File: config.mk
export PLATFORM = sky130hd
export DESIGN_NAME = hazard_control_unit
export DESIGN_NICKNAME = d
export VERILOG_FILES = /design/src/rtl/hazard_control_unit_pkg.sv /design/src/rtl/hazard_control_unit_sat_counter.sv /design/src/rtl/hazard_control_unit.sv
export SDC_FILE = /design/constraint.sdc
export NUM_CORES = 1
export LEC_CHECK = 0
export CAP_MARGIN = 20
export CORE_MARGIN = 5
export CORE_UTILIZATION = 52
export DETAILED_ROUTE_END_ITERATION = 16
export GPL_TIMING_DRIVEN = 0
export PLACE_DENSITY = 0.95
export SLEW_MARGIN = 20
export SYNTH_ARGS = -nofsm -noshare
export SYNTH_HDL_FRONTEND = slang
export SYNTH_SLANG_ARGS = --single-unit
File: constraint.sdc
create_clock -name clk -period 5.3 [get_ports clk]
set_clock_uncertainty 0.2 [all_clocks]
set_input_delay 1.06 -clock clk [delete_from_list [all_inputs] [get_ports clk]]
set_output_delay 1.06 -clock clk [all_outputs]
set_load 0.005 [all_outputs]
File: src/rtl/hazard_control_unit_pkg.sv
// Shared definitions for the pipeline hazard controller: FSM encodings,
// register-index constants and the halting-ecall convention.
package hazard_control_unit_pkg;

    typedef enum logic [1:0] {
        ST_RUN        = 2'd0,
        ST_HALT_DRAIN = 2'd1,
        ST_HALTED     = 2'd2
    } state_t;

    localparam logic [4:0] REG_X0 = 5'd0;

    // A halting ecall is recognised upstream as ecall with a7 (x17) == 10.
    localparam logic [4:0]  HALT_A7_REG   = 5'd17;
    localparam logic [31:0] HALT_A7_VALUE = 32'd10;

    localparam int DEFAULT_DRAIN_CYCLES = 3;
    localparam int DEFAULT_CNT_WIDTH    = 16;

endpackage

File: src/rtl/hazard_control_unit_sat_counter.sv
// Saturating event counter with asynchronous active-low clear; holds at all-ones.
module sat_counter #(
    parameter int CNT_WIDTH = 16
) (
    input  logic                 clk,
    input  logic                 reset,
    input  logic                 inc,
    output logic [CNT_WIDTH-1:0] count
);

    always_ff @(posedge clk or negedge reset) begin
        if (!reset) begin
            count <= '0;
        end else if (inc && (count != '1)) begin
            count <= count + CNT_WIDTH'(1);
        end
    end

endmodule

File: src/rtl/hazard_control_unit.sv
// Stall/flush controller: load-use bubbles, mispredict squash, halt drain,
// plus saturating stall and flush performance counters.
module hazard_control_unit
    import hazard_control_unit_pkg::*;
#(
    parameter int DRAIN_CYCLES = DEFAULT_DRAIN_CYCLES,
    parameter int CNT_WIDTH    = DEFAULT_CNT_WIDTH
) (
    input  logic                 clk,
    input  logic                 reset,
    input  logic [4:0]           IF_ID_rs1,
    input  logic [4:0]           IF_ID_rs2,
    input  logic                 IF_ID_use_rs1,
    input  logic                 IF_ID_use_rs2,
    input  logic                 IF_ID_is_halt,
    input  logic [4:0]           ID_EX_rd,
    input  logic                 ID_EX_mem_read,
    input  logic                 EX_mispredict,
    output logic                 pc_write,
    output logic                 IF_ID_write,
    output logic                 IF_ID_flush,
    output logic                 ID_EX_flush,
    output logic                 is_halted,
    output logic [CNT_WIDTH-1:0] stall_count,
    output logic [CNT_WIDTH-1:0] flush_count,
    output state_t               dbg_state
);

    localparam int DW = (DRAIN_CYCLES > 1) ? $clog2(DRAIN_CYCLES) : 1;

    state_t          state;
    state_t          state_nxt;
    logic [DW-1:0]   drain_cnt;
    logic [DW-1:0]   drain_nxt;

    logic            load_use;
    logic            pc_write_c;
    logic            if_id_write_c;
    logic            if_id_flush_c;
    logic            id_ex_flush_c;
    logic            stall_inc;
    logic            flush_inc;

    assign load_use = ID_EX_mem_read && (ID_EX_rd != REG_X0) &&
                      ((IF_ID_use_rs1 && (IF_ID_rs1 == ID_EX_rd)) ||
                       (IF_ID_use_rs2 && (IF_ID_rs2 == ID_EX_rd)));

    always_ff @(posedge clk or negedge reset) begin
        if (!reset) begin
            state     <= ST_RUN;
            drain_cnt <= '0;
        end else begin
            state     <= state_nxt;
            drain_cnt <= drain_nxt;
        end
    end

    always_comb begin
        state_nxt     = state;
        drain_nxt     = drain_cnt;
        pc_write_c    = 1'b0;
        if_id_write_c = 1'b0;
        if_id_flush_c = 1'b0;
        id_ex_flush_c = 1'b0;
        stall_inc     = 1'b0;
        flush_inc     = 1'b0;

        case (state)
            ST_RUN: begin
                // A mispredict makes the ID instruction wrong-path, so it
                // overrides any stall or halt it might otherwise request.
                if (EX_mispredict) begin
                    pc_write_c    = 1'b1;
                    if_id_write_c = 1'b1;
                    if_id_flush_c = 1'b1;
                    id_ex_flush_c = 1'b1;
                    flush_inc     = 1'b1;
                end else if (load_use) begin
                    id_ex_flush_c = 1'b1;
                    stall_inc     = 1'b1;
                end else if (IF_ID_is_halt) begin
                    if_id_write_c = 1'b1;
                    if_id_flush_c = 1'b1;
                    state_nxt     = ST_HALT_DRAIN;
                    drain_nxt     = DW'(DRAIN_CYCLES - 1);
                end else begin
                    pc_write_c    = 1'b1;
                    if_id_write_c = 1'b1;
                end
            end

            ST_HALT_DRAIN: begin
                if_id_flush_c = 1'b1;
                id_ex_flush_c = 1'b1;
                if (drain_cnt == '0) begin
                    state_nxt = ST_HALTED;
                end else begin
                    drain_nxt = drain_cnt - DW'(1);
                end
            end

            ST_HALTED: begin
                if_id_flush_c = 1'b1;
                id_ex_flush_c = 1'b1;
            end

            default: begin
                state_nxt = ST_RUN;
                drain_nxt = '0;
            end
        endcase
    end

    // Enables and flushes are forced low while reset is held, independent of the clock.
    assign pc_write    = pc_write_c    & reset;
    assign IF_ID_write = if_id_write_c & reset;
    assign IF_ID_flush = if_id_flush_c & reset;
    assign ID_EX_flush = id_ex_flush_c & reset;

    assign is_halted = (state == ST_HALTED);
    assign dbg_state = state;

    sat_counter #(.CNT_WIDTH(CNT_WIDTH)) u_stall_counter (
        .clk   (clk),
        .reset (reset),
        .inc   (stall_inc),
        .count (stall_count)
    );

    sat_counter #(.CNT_WIDTH(CNT_WIDTH)) u_flush_counter (
        .clk   (clk),
        .reset (reset),
        .inc   (flush_inc),
        .count (flush_count)
    );

endmodule

==> metrics <==
GRT Resource Usage Total=19.9%; final count of hold timing violations=0; Critical Path AT=3380 ps; number of max-cap violations=0; most frequent cells in the layout=clkdlybuf4s50_1 (59), dfrtp_1 (36), xor2_1 (32); Core Region=4060 um2; Max H-tree Level=2; Sequential Power Share=39.5%; number of global-route vias before repair=1935; Pwr Density=311 nW/um2; initial core utilization=54.3%; top post-synthesis cells by area=dfrtp_1 (41%), xor2_1 (13%), nor4_2 (6.8%); clk root buf=clkbuf_8; Max Fclk=0.216 GHz; DR pass1 iterations=4; met3 GRT Util=6.68%; library cells used by synthesis=41; Sw Pwr=312 uW; Lkg Pwr=1.30 nW; FF-to-FF setup slack=2920 ps; Mapped Nets=250; P_int=611 uW; nets=318; simple-gate share of the synthesized area=26.1%; power share of the clock group=21.6%; compound-cell area share of the yosys netlist=8.52%; status=complete, no violations; worst slew pin tran=564 ps; initial antenna violation count=0; CP Launch Type=input pin; vias per inst=5.55; Max Root-Sink Buffers=2; final setup vio count=0; WS Path Type=in -> out; crit-path max FO=4; most used routing layer=met2; # diodes=0; minimum clock period=4640 ps; final core occ=73.2%; vias=1886; Ports=61; met1 Use GR=22.9%; syn avg cell area=9.96 um2; Max Slew Vio Count=0; clk sinks=36; sequential-to-total area share from yosys stat=40.9%; Avg WL per Cell=14.9 um; Routed Antenna Nets=0; drt drc=0; Iter 0 DRT Violations=55; CTS tree=done; worst relative slew slack=62.0%; multiplexer share of the synthesized area=1.02%; Inserted Clock Buffers=5; first-pass GRT wire length=8.54 mm; cts hold-fix bufs=0; fin crit share=87.5%; hold_ws=284 ps; grt met2 use=33.3%; clock slew at reported path FFs=70 ps; Layout fillers=293; Max IR drop VDD=188 uV; RSZ-0062 raised after global routing=false; Gate power share=38.9%; top cell type's share of synthesized area=40.9%; Worst EP required=4040 ps; Chip Width=75.1 um; CTS-repair resized insts=0; routability cong.=0.888; PortBufs=60; most common flop cell mapped by yosys=dfrtp_1; Die ar.=5640 um2; Die Y=75.1 um; area leader, netlist=dfrtp_1; Netlist Area Pre-Place=2200 um2; Fin Setup TNS=0 ps; total congestion overflow=0; fraction of registers with async set/reset=100%; worst hold path class=reg -> reg; register bit total from synthesis=36; Post-Syn Instances=221; routed wire length=5.07 mm; Area Overhead vs Synth=34.9%; Yosys warning total=0; main combinational cell family by area after synthesis=simple AND/OR/NAND/NOR gates; CP Capture Type=output port; Adder-Cell Fraction of Synth Area=3.98%; detailed-placement wirelength estimate=3.88 mm; Synth Area in XOR/XNOR=15.9%; commonest non-fill, non-tap cell in the layout=clkdlybuf4s50_1; Post-CTS Repair Setup Buffers=0; largest net degree at the start of global routing=30; switching part of the total=33.8%; EDFF count, synth=0; later-pin clock latency in the skew report=290 ps; layout cells sized above 1=11.7%; Cell Rows=23
==> synth_stat cells, types with 3 or more instances <==
library cell   n
nor4_1         3
xor2_1        32
nor2_1        17
ha_1           7
inv_1         11
nand4_1        5
o211ai_1       3
nand2b_1       3
buf_4          3
nand3_1       12
a21oi_1        7
dfrtp_1       36
nand2_1       15
nor3_1         9
nor4_2        12
buf_2          3
and3_1         3
xnor2_1        8
o21ai_0        5
==> cells by family after synthesis <==
family	count (synthesis)
flops	36
mux	2
fa+ha+maj	7
xor+xnor	40
buf+inv	17
simple gates	93
compound gates	26
==> through the flow <==
step           setup WS [ps]  area (um2)  std cells  total power, mW
3_5_place_dp             664        2880        332            0.728
2_1_floorplan           1780        2200        221            0.563
5_1_grt                  479        2970        340            0.993
3_3_place_gp             358        2870        331            0.712
4_1_cts                  649        2970        340            0.931
6_report                 664        2970        340            0.923
==> power by group through the flow <==
stage	Clock, mW	Sequential (mW)	Combinational (mW)
6_report	0.199	0.365	0.360
5_1_grt	0.216	0.371	0.406
4_1_cts	0.204	0.363	0.364
3_5_place_dp	0	0.369	0.359
3_3_place_gp	0	0.365	0.346
2_1_floorplan	0	0.362	0.201
==> state kept, by name (all words and copies together), names as in the netlist <==
| name | count |
|---|---|
| u_flush_counter.count | 16 |
| u_stall_counter.count | 16 |
| dbg_state | 2 |
| drain_cnt | 2 |
==> worst max-delay path, stage by stage <==
cell and delay (ps):
clkdlybuf4s50_1 480, xor2_1 190, nor4_1 360, a32oi_1 160, or2_2 330, a211oi_1 240
clkdlybuf4s50_1 560
==> final timing paths <==
check	startpoint	endpoint	cells past startpoint
min in group asynchronous	reset	u_flush_counter.count[11]$_DFFE_PN0P_	1
max in group asynchronous	reset	u_flush_counter.count[1]$_DFFE_PN0P_	2
min reg2reg	u_flush_counter.count[11]$_DFFE_PN0P_	u_flush_counter.count[11]$_DFFE_PN0P_	1
max	ID_EX_rd[2]	ID_EX_flush	7
min	u_flush_counter.count[11]$_DFFE_PN0P_	u_flush_counter.count[11]$_DFFE_PN0P_	1
max reg2reg	dbg_state[0]$_DFFE_PN0P_	u_flush_counter.count[10]$_DFFE_PN0P_	8
==> area by class of cell <==
cell class	count	area, um2	area share [%]
multi-input combinational	168	1220	41.2
tap	50	62.6	2.11
timing repair buffer	61	616	20.7
inverter	11	41.3	1.39
clock buffer	8	90.1	3.03
sequential	36	901	30.3
buffer	6	37.5	1.26
==> layer usage <==
layer | vias up | share of wire (%)
li1 | 910 | -
met1 | 891 | 40
met2 | 71 | 50
met3 | 14 | 8.1
met4 | 0 | 2.5
met5 | - | 0
No activity file was read; power rests on OpenSTA's default activity.
